`config.mk`:
```
export PLATFORM = sky130hd
export DESIGN_NAME = queue_ctrl
export DESIGN_NICKNAME = d
export VERILOG_FILES = /design/src/rtl/queue_ctrl.sv
export SDC_FILE = /design/constraint.sdc
export NUM_CORES = 1
export LEC_CHECK = 0
export ABC_AREA = 0
export BUFFER_PORTS_ARGS = -buffer_cell sky130_fd_sc_hd__buf_4
export CORE_MARGIN = 5
export CORE_UTILIZATION = 48
export DETAILED_ROUTE_END_ITERATION = 10
export GPL_TIMING_DRIVEN = 0
export PLACE_DENSITY = 0.71
export SLEW_MARGIN = 25
export SYNTH_ARGS = -nofsm -noshare
export SYNTH_HDL_FRONTEND = slang
export SYNTH_SLANG_ARGS = --single-unit
```
`constraint.sdc`:
```
create_clock -name clk_10KHz -period 3.5 [get_ports clk_10KHz]
set_clock_uncertainty 0.15 [all_clocks]
set_input_delay 0 -clock clk_10KHz [delete_from_list [all_inputs] [get_ports clk_10KHz]]
set_output_delay 0 -clock clk_10KHz [all_outputs]
set_load 0.02 [all_outputs]
```
`src/rtl/queue_ctrl.sv`:
```
// queue_ctrl: sequencing controller for the deserializer -> fila byte path.
// Converts the deserializer's level data_ready into one enqueue pulse plus an ack,
// tracks occupancy, rate-limits dequeue pulses and keeps sticky error flags.
// Every pulse and the occupancy update are decided on the same clock edge from
// pre-update state. This means a push and a pop issued together leave len unchanged.
module queue_ctrl #(
  parameter int unsigned DEPTH     = 8,
  parameter int unsigned CNT_W     = 4,
  parameter int unsigned DRAIN_GAP = 4
) (
  input  logic             clk_10KHz,
  input  logic             reset,
  input  logic             data_ready_in,
  output logic             ack_out,
  output logic             enqueue_out,
  input  logic             dequeue_req_in,
  output logic             dequeue_out,
  output logic [CNT_W-1:0] len_out,
  output logic             full_out,
  output logic             empty_out,
  output logic             err_ovf,
  output logic             err_unf
);

  localparam int unsigned      GAP_W    = (DRAIN_GAP > 1) ? $clog2(DRAIN_GAP) : 1;
  localparam logic [CNT_W-1:0] LEN_MAX  = CNT_W'(DEPTH);
  localparam logic [GAP_W-1:0] GAP_LOAD = GAP_W'(DRAIN_GAP - 1);

  typedef enum logic [1:0] {
    E_IDLE = 2'd0,
    E_PUSH = 2'd1,
    E_ACK  = 2'd2,
    E_WAIT = 2'd3
  } enq_state_e;

  enq_state_e       state_q, state_d;
  logic             enq_q, enq_d;
  logic             ack_q, ack_d;
  logic             deq_q, deq_d;
  logic [CNT_W-1:0] len_q, len_d;
  logic             pend_q, pend_d;
  logic [GAP_W-1:0] gap_q, gap_d;
  logic             req_q, req_d;
  logic             ovf_q, ovf_d;
  logic             unf_q, unf_d;

  logic             full_c;
  logic             empty_c;
  logic             push_c;
  logic             block_c;
  logic             rise_c;
  logic             issue_c;
  logic             drop_c;

  // Occupancy decode from the registered counter
  always_comb begin
    full_c  = (len_q == LEN_MAX);
    empty_c = (len_q == '0);
  end

  // Enqueue FSM next state; a byte is accepted only when space exists
  always_comb begin
    state_d = state_q;
    push_c  = 1'b0;
    block_c = 1'b0;
    case (state_q)
      E_IDLE: begin
        if (data_ready_in) begin
          if (!full_c) begin
            push_c  = 1'b1;
            state_d = E_PUSH;
          end else begin
            block_c = 1'b1;
          end
        end
      end
      E_PUSH:  state_d = E_ACK;
      E_ACK:   state_d = E_WAIT;
      E_WAIT:  if (!data_ready_in) state_d = E_IDLE;
      default: state_d = E_IDLE;
    endcase
  end

  // Dequeue request edge detection, merge/drop and rate-limited issue
  always_comb begin
    req_d   = dequeue_req_in;
    rise_c  = dequeue_req_in & ~req_q;
    issue_c = pend_q & ~empty_c & (gap_q == '0);
    // An edge seen while empty is dropped unless a push lands on the same edge
    drop_c  = rise_c & empty_c & ~push_c;
    pend_d  = (pend_q & ~issue_c) | (rise_c & ~drop_c);
    if (issue_c) begin
      gap_d = GAP_LOAD;
    end else if (gap_q != '0) begin
      gap_d = gap_q - GAP_W'(1);
    end else begin
      gap_d = gap_q;
    end
  end

  // Output pulses, occupancy and sticky error flags
  always_comb begin
    enq_d = push_c;
    ack_d = (state_q == E_PUSH);
    deq_d = issue_c;
    len_d = len_q;
    case ({push_c, issue_c})
      2'b10:   len_d = len_q + CNT_W'(1);
      2'b01:   len_d = len_q - CNT_W'(1);
      default: len_d = len_q;
    endcase
    ovf_d = ovf_q | block_c;
    unf_d = unf_q | drop_c;
  end

  // State registers with asynchronous clear; reset kills any pulse in flight
  always_ff @(posedge clk_10KHz or posedge reset) begin
    if (reset) begin
      state_q <= E_IDLE;
      enq_q   <= 1'b0;
      ack_q   <= 1'b0;
      deq_q   <= 1'b0;
      len_q   <= '0;
      pend_q  <= 1'b0;
      gap_q   <= '0;
      req_q   <= 1'b0;
      ovf_q   <= 1'b0;
      unf_q   <= 1'b0;
    end else begin
      state_q <= state_d;
      enq_q   <= enq_d;
      ack_q   <= ack_d;
      deq_q   <= deq_d;
      len_q   <= len_d;
      pend_q  <= pend_d;
      gap_q   <= gap_d;
      req_q   <= req_d;
      ovf_q   <= ovf_d;
      unf_q   <= unf_d;
    end
  end

  // Port mapping
  always_comb begin
    ack_out     = ack_q;
    enqueue_out = enq_q;
    dequeue_out = deq_q;
    len_out     = len_q;
    full_out    = full_c;
    empty_out   = empty_c;
    err_ovf     = ovf_q;
    err_unf     = unf_q;
  end

endmodule
```
After elaboration in Yosys (flattened, before gate mapping)
Index checks and enable logic that the tools add are counted. W data, S select, Z words.

Reduce and logical (&&, ||, !) cells: 7. Equal/unequal tests: 9. Bitwise gates (word level): 15. Add/subtract/negate cells: 3. Multiplexer cells: 13.

Operators by type and width (count): $mux W2 (5); $pmux W2 S4 (1); $pmux W4 S2 (1); $and A1 B1 Y1 (7); $eq A2 B2 Y1 const B (3); $mux W1 (6); $ne A2 B2 Y1 const B (3); $reduce_bool A2 Y1 (3); $not A1 Y1 (5); $add A4 B1 Y4 const B (1); $eq A2 B1 Y1 const B (2); $eq A4 B4 Y1 const B (1); $logic_not A2 Y1 (2); $logic_not A4 Y1 (1); $sub A4 B1 Y4 const B (1); $or A1 B1 Y1 (3); $reduce_and A3 Y1 (1); $sub A2 B1 Y2 const B (1).

Logic and storage cells: 57. Output and inout port bits: 11. Register bits: 15.

Depth between registers and ports, before layout
Gate-level depths: netlist of run 1.

Depth after elaboration: 9. Gate-level depth with buffers: 10.

Least setup slack after synthesis of run 1
Ideal clock, no wire load.

Path type: reg-to-reg. Start point: reg len_q[1] (netlist: len_out[1]). End point: reg len_q[2] (netlist: len_out[2]). Clock period less this slack: 2.722 ns. Setup time: 0.136 ns. Required time: 3.214 ns. Data arrival time: 2.437 ns. Cell stages (with the launch flop): 11. Setup slack: 0.778 ns. Cells stage by stage: dfrtp_1 or4_1 clkbuf_1 and3_1 ha_1 xor2_1 ha_1 a21oi_1 xor2_1 nor2_1 xor2_1.

Cells in the longest elaborated chain, start to end: 6.

Ends and longest elaborated chain: from (decl) (RTL line 40) `logic [CNT_W-1:0] len_q, len_d;`; from (signal assigned) (RTL line 134) `len_q <= len_d;`; $logic_not A4 Y1 * (RTL line 58) `empty_c = (len_q == '0);`; $not A1 Y1 * (RTL line 88) `issue_c = pend_q & ~empty_c & (gap_q == '0);`; $and A1 B1 Y1 * (2 in a row) (RTL line 88); named net deq_d (RTL line 39) `logic deq_q, deq_d;`; $eq A2 B1 Y1 / $eq A2 B2 Y1 (equally long branches) (RTL line 107) `case ({push_c, issue_c})`; $pmux W4 S2 / $reduce_bool A2 Y1 (equally long branches).

Mark *: on every way through the listed nets, which the timed path passes. The rest lies on a longest branch. A chain may end at the register's enable or synchronous reset.

Worst setup path after layout of run 1
Same ends and word-level chain as after synthesis.

==> flow_summary.toml, run 1 <==
[timing]
period_needed_ns = 2.83
hold_viol_final = 0
tightest_slew_ns = 0.561
finalCritPeriodShare_pct = 80.9
finalWorstSetupSlack_ns = 0.668
slew_violations = 0
setup_violations = 0
max_freq_mhz = 353
hold_slack_ns = 0.182
rsz0062_at_grt = "false"
tns_ns = 0
slew-limit-headroom_pct = 62.6

[layout]
regArea_sq_um = 375
syn2layout_area_growth_pct = 22.9
multi_input_area_sq_um = 384
final_nets = 105
drive_above_1_share_pct = 25.3
antenna_cells = 0
fillers = 137

[worst_setup_path]
path_max_fanout = 8
critPathTopFamily = "simple AND/OR/NAND/NOR gates"
crit-reg2reg-launch = "len_out[1]"
cp-startpoint = "len_out[1]"
arrival_ns = 2.84
rr_worst_depth = 10
rrSetupSlack_ns = 0.67
start_kind = "flop"
path_cells = "or4_1 > clkbuf_1 > and3_1 > ha_1 > xor2_1 > ha_1 > a21oi_1 > xor2_1 > nor2_1 > xor2_1"
timing.rr.end = "len_out[2]"
cp.depth = 10
crit_required_ns = 3.51
cp_common_cell = "xor2_1"
slowest_delay_ns = 0.55
crit_slowest_cell = "or4_1"
worst-setup-path-type = "reg -> reg"
crit_end = "len_out[2]"
cp_num_buf_inv = 1
endpoint_kind = "flop"

[synth]
synth_top_area_cell = "dfrtp_1"
synth.yosys.seq_area_share_pct = 47.3
yosysMostFrequentCell = "dfrtp_1"
synth_area_sq_um = 793
synth_async_sr_flop_share_pct = 100
synth_top_area_share_pct = 47.3
ys_ff_latch = 15
syn_inst = 70
synth_commonest_cells = "dfrtp_1 (15), ha_1 (9), inv_1 (7), a21oi_1 (5)"
synth_area_leaders = "dfrtp_1 (47%), ha_1 (14%), xor2_1 (4.4%)"
synth_edf_count = 0
synth_cell_type_count = 27
synth.avg_cell_area_sq_um = 11.3
yosysWarnings = 0
synth_ff_type = "dfrtp_1"
syn_nets = 83

[drt]
via_per_inst = 5.35
avgRoutedWirePerCell_um = 12.6
drt-total-wl_mm = 1.35
drc = 0
dr.pass1.iters = 4
vias = 572
first_iter_violations = 2
ant_nets = 0

[global_routing]
grt_pass1_wl_mm = 2.25
antenna_found_initial = 0
grt_max_degree = 16
first_global_vias = 538
grt.overflow.total = 0
grtUsageTotal_pct = 10.9

[pwr]
power_density_nw_per_um2 = 928
p_leak_nw = 0.510
vdd_drop_max_uv = 509

[clock_network]
cts_tree = "done"
post_cts_resized = 0
cts_root_buffer = "clkbuf_4"
cts_made_buffers = 3
cts_buffer_depth = 2
clkTransAtPathRegs_ns = 0.09
cts_hold_buf = 3
cts_max_level = 1
cts_setup_buffers = 0
cts.sinks = 15
clk_latency_ns = 0.27

[floorplan]
rows = 14
die_h_um = 50.7
dieArea_sq_um = 2570
die_w_um = 50.7
fp.coreArea_sq_um = 1540
io_pins = 15
initial_utilization_pct = 51.5

[place]
io_buffers = 14
place_congestion = 0.719
pre_cts_ws_ns = 0.698
post-dp-hpwl_mm = 1.03

[status]
status = "complete, no violations"

[hold_path]
worstHoldPathType = "in -> async"

[job]
cap_violations = 0
==> power breakdown <==
| part | total (W) | switching [W] | internal, W |
|---|---|---|---|
| combinational | 0.000484 | 0.000248 | 0.000235 |
| sequential | 0.000326 | 0.0000734 | 0.000253 |
| clock | 0.0000951 | 0.0000510 | 0.0000441 |
==> per-stage QoR <==
step           power (W)  cells  instance area, sq um  util, %
3_3_place_gp    0.000792    100                   918     59.6
4_1_cts         0.000916    107                   975     63.2
5_1_grt         0.000979    107                   975     63.2
2_1_floorplan   0.000660     70                   793        -
6_report        0.000905    107                   975     63.2
3_5_place_dp    0.000814    100                   918     59.6
==> routing by layer <==
metal	global-route usage [%]	routed length, um	share of wire, %	up-vias
li1	-	-	-	279
met1	13.2	588	43	285
met2	19.0	710	52	6
met3	2.66	51	3.8	2
met4	2.55	4	0.30	0
met5	0	0	0	-
==> state kept, by name, indices dropped and copies added, names as in the netlist <==
name and count:
pend_q 1, enqueue_out 1, state_q 2, dequeue_out 1
gap_q 2, req_q 1, ack_out 1, len_out 4
err_unf 1, err_ovf 1
==> worst min path at each step <==
| stage | start | to | slack, ns | cells past startpoint |
|---|---|---|---|---|
| final | reset | len_out[3] | 0.18 | 3 |
| after global routing | dequeue_req_in | req_q | 0.23 | 2 |
| after CTS | reset | req_q | 0.20 | 3 |
| after detailed placement | reset | req_q | -0.05 | 2 |
| after global placement | reset | req_q | -0.05 | 2 |
| after floorplan | reset | ack_out | -0.25 | 1 |
==> kinds of logic (layout without fill, tap and decap cells) <==
group           Yosys count  count (layout)  synth area share (%)
buf+inv                   9              30                  4.26
simple gates             16              16                  12.1
fa+ha+maj                 9               9                  14.2
compound gates           11              11                  9.46
flops                    15              15                  47.3
mux                       5               5                  7.10
xor+xnor                  5               5                  5.52
==> worst min-delay path, cell delays in order <==
cell	delay (ns)
dlygate4sd3_1	0.53
buf_4	0.13
inv_1	0.41
==> cell type report <==
type	count	area share, %
Buffer	1	0.385
Clock buffer	4	2.70
Inverter	8	3.08
Multi-Input combinational cell	46	39.4
Sequential cell	15	38.5
Tap cell	16	2.05
Timing Repair Buffer	17	13.9
==> layout by cell type, fill, tap and decap left out <==
cell type      count
nand3_1            1
mux2i_1            3
mux2_2             1
a21oi_1            5
mux2_4             1
a21boi_2           1
dlygate4sd3_1      3
buf_4             14
inv_1              7
a211o_1            1
nand3b_1           1
nor3b_1            1
nand2_1            3
ha_1               9
dfrtp_1           15
clkbuf_1           2
nor4bb_1           1
o21bai_1           1
xnor2_1            1
and3_1             1
clkbuf_4           3
or4b_4             1
nand2b_1           2
xor2_1             4
inv_2              1
a21oi_2            1
a31oi_1            1
a21o_1             1
or4_1              1
nor2_1             4
Note: power is estimated with default switching activity, not from simulation.
==> inputs of run 2 (changes only) <==
--- a/config.mk
+++ b/config.mk
@@ -8,10 +8,10 @@
 export ABC_AREA = 0
 export BUFFER_PORTS_ARGS = -buffer_cell sky130_fd_sc_hd__buf_4
 export CORE_MARGIN = 5
-export CORE_UTILIZATION = 48
+export CORE_UTILIZATION = 47
 export DETAILED_ROUTE_END_ITERATION = 10
 export GPL_TIMING_DRIVEN = 0
-export PLACE_DENSITY = 0.71
+export PLACE_DENSITY = 0.72
 export SLEW_MARGIN = 25
 export SYNTH_ARGS = -nofsm -noshare
 export SYNTH_HDL_FRONTEND = slang
==> constraint.sdc (replaced) <==
create_clock -name clk_10KHz -period 2.4 [get_ports clk_10KHz]
set_clock_uncertainty 0.15 [all_clocks]
set_input_delay 0 -clock clk_10KHz [delete_from_list [all_inputs] [get_ports clk_10KHz]]
set_output_delay 0 -clock clk_10KHz [all_outputs]
set_load 0.02 [all_outputs]
==> flow_summary.toml, run 2 (synthesis results as in run 1) <==
[worst_setup_path]
rr_worst_depth = 8
timing.rr.end = "len_out[3]"
worst-setup-path-type = "reg -> reg"
rrSetupSlack_ns = -0.02
arrival_ns = 2.47
path_max_fanout = 4
start_kind = "flop"
cp-startpoint = "len_out[0]"
crit-reg2reg-launch = "len_out[0]"
crit_end = "len_out[3]"
endpoint_kind = "flop"
crit_required_ns = 2.45

[timing]
tns_ns = -0.0282
rsz0062_at_grt = "true"
hold_slack_ns = 0.180
finalCritPeriodShare_pct = 101
hold_viol_final = 0
tightest_slew_ns = 0.572
slew-limit-headroom_pct = 61.9
slew_violations = 0
finalWorstSetupSlack_ns = -0.0169
max_freq_mhz = 414
setup_violations = 2
period_needed_ns = 2.42

[floorplan]
die_h_um = 51.1
dieArea_sq_um = 2610
rows = 14
die_w_um = 51.1
initial_utilization_pct = 50.9
io_pins = 15
fp.coreArea_sq_um = 1560

[pwr]
p_switching_w = 0.000604
p_int_w = 0.000868
vdd_drop_max_uv = 687
p_seq_share_pct = 31.1
power_density_nw_per_um2 = 1390
clkPwrFrac_pct = 9.8
p_leak_nw = 0.533
switching_share_pct = 41.0
pwr-share-comb_pct = 59.1

[drt]
ant_nets = 0
avgRoutedWirePerCell_um = 14.1
drc = 0
vias = 591
dr.pass1.iters = 4
first_iter_violations = 3
drt-total-wl_mm = 1.58
via_per_inst = 5.28

[layout]
drive_above_1_share_pct = 41.7
final_nets = 110
regArea_sq_um = 379
layout_commonest_cell = "buf_4"
syn2layout_area_growth_pct = 33.4
fin_area_sq_um = 1060
fillers = 127
multi_input_area_sq_um = 423
largest_reg_flops = 4
final_cell_mix = "buf_4 (20), dfrtp_1 (12), inv_1 (7), ha_1 (6)"
antenna_cells = 0
final_core_util_pct = 67.9

[hold_path]
worstHoldPathType = "in -> async"

[job]
cap_violations = 0

[status]
status = "complete, but fails checks"
violations = "negative setup slack"

[clock_network]
cts_made_buffers = 3
cts_max_level = 1
clkTransAtPathRegs_ns = 0.09
cts_tree = "done"
clk_latency_ns = 0.28
cts_root_buffer = "clkbuf_4"
cts_buffer_depth = 2
cts.sinks = 15

[global_routing]
grtUsageTotal_pct = 14.2
first_global_vias = 592
grt_pass1_wl_mm = 2.70
antenna_found_initial = 0
grt.overflow.total = 0
grt_max_degree = 16

[place]
io_buffers = 14
post-dp-hpwl_mm = 1.09
place_congestion = 0.725
dpl_cell_area_sq_um = 952
==> run 2: changes by cell type in the layout (fill, tap and decap cells not counted), moves of 2 or more <==
| cell | change |
|---|---|
| a21oi_2 | +2 |
| buf_4 | +6 |
| dfrtp_1 | -3 |
| a21oi_1 | -2 |
| ha_2 | +2 |
| dfrtp_2 | +3 |
| ha_1 | -3 |
==> run 2: area by class of cell <==
| cell class | instances | share of cell area [%] |
|---|---|---|
| Inverter | 8 | 2.84 |
| Clock buffer | 4 | 2.48 |
| Sequential cell | 15 | 35.8 |
| Timing Repair Buffer | 23 | 17.0 |
| Multi-Input combinational cell | 46 | 40.0 |
| Tap cell | 16 | 1.89 |
==> run 2: repair_timing <==
item | in CTS | in global routing
hold endpoints to repair | 22 | 0
cloned | 0 | 0
resized for setup | 4 | 1
pin swaps | 1 | 3
hold buffers | 3 | 0
setup endpoints to repair | 3 | 3
buffers inserted | 5 | 1
==> run 2: power groups by stage <==
stage          combinational [W]  clock (W)  sequential [W]
2_1_floorplan           0.000463          0        0.000548
3_3_place_gp            0.000719          0        0.000483
3_5_place_dp            0.000764          0        0.000488
4_1_cts                 0.000878   0.000149        0.000456
5_1_grt                 0.000954   0.000161        0.000475
6_report                0.000870   0.000144        0.000459
==> run 2: worst min path at each step <==
stage	end	cells past startpoint	start	slack, ns
detailed placement	dequeue_out	2	reset	-0.05
global placement	dequeue_out	2	reset	-0.05
finish	dequeue_out	3	reset	0.18
floorplan	ack_out	1	reset	-0.25
CTS	dequeue_out	3	reset	0.19
global route	dequeue_out	3	reset	0.23
==> run 2: per-layer routing <==
layer	vias to the layer above	global-route usage [%]	part of all wire, %	wire (um)
met5	-	0	0	0
met3	4	3.78	5.4	86
met2	16	22.7	46	733
li1	287	-	-	-
met1	284	17.8	47	738
met4	0	6.73	1.6	26
==> run 2: critical path: stages, from the launching register on <==
cell and delay (ns):
dfrtp_2 0.43, or4_4 0.54, and3_4 0.20, ha_4 0.16, buf_4 0.14, nor4bb_1 0.26, a21oi_1 0.12, a21oi_2 0.17
xor2_1 0.16
==> run 2: metrics by stage <==
step           worst slack (ns)  instances  power, W
2_1_floorplan            -0.104         70   0.00101
4_1_cts                  -0.131        112   0.00148
3_5_place_dp             -0.177        100   0.00125
5_1_grt                  -0.122        112   0.00159
3_3_place_gp             -0.139        100   0.00120
6_report                -0.0169        112   0.00147
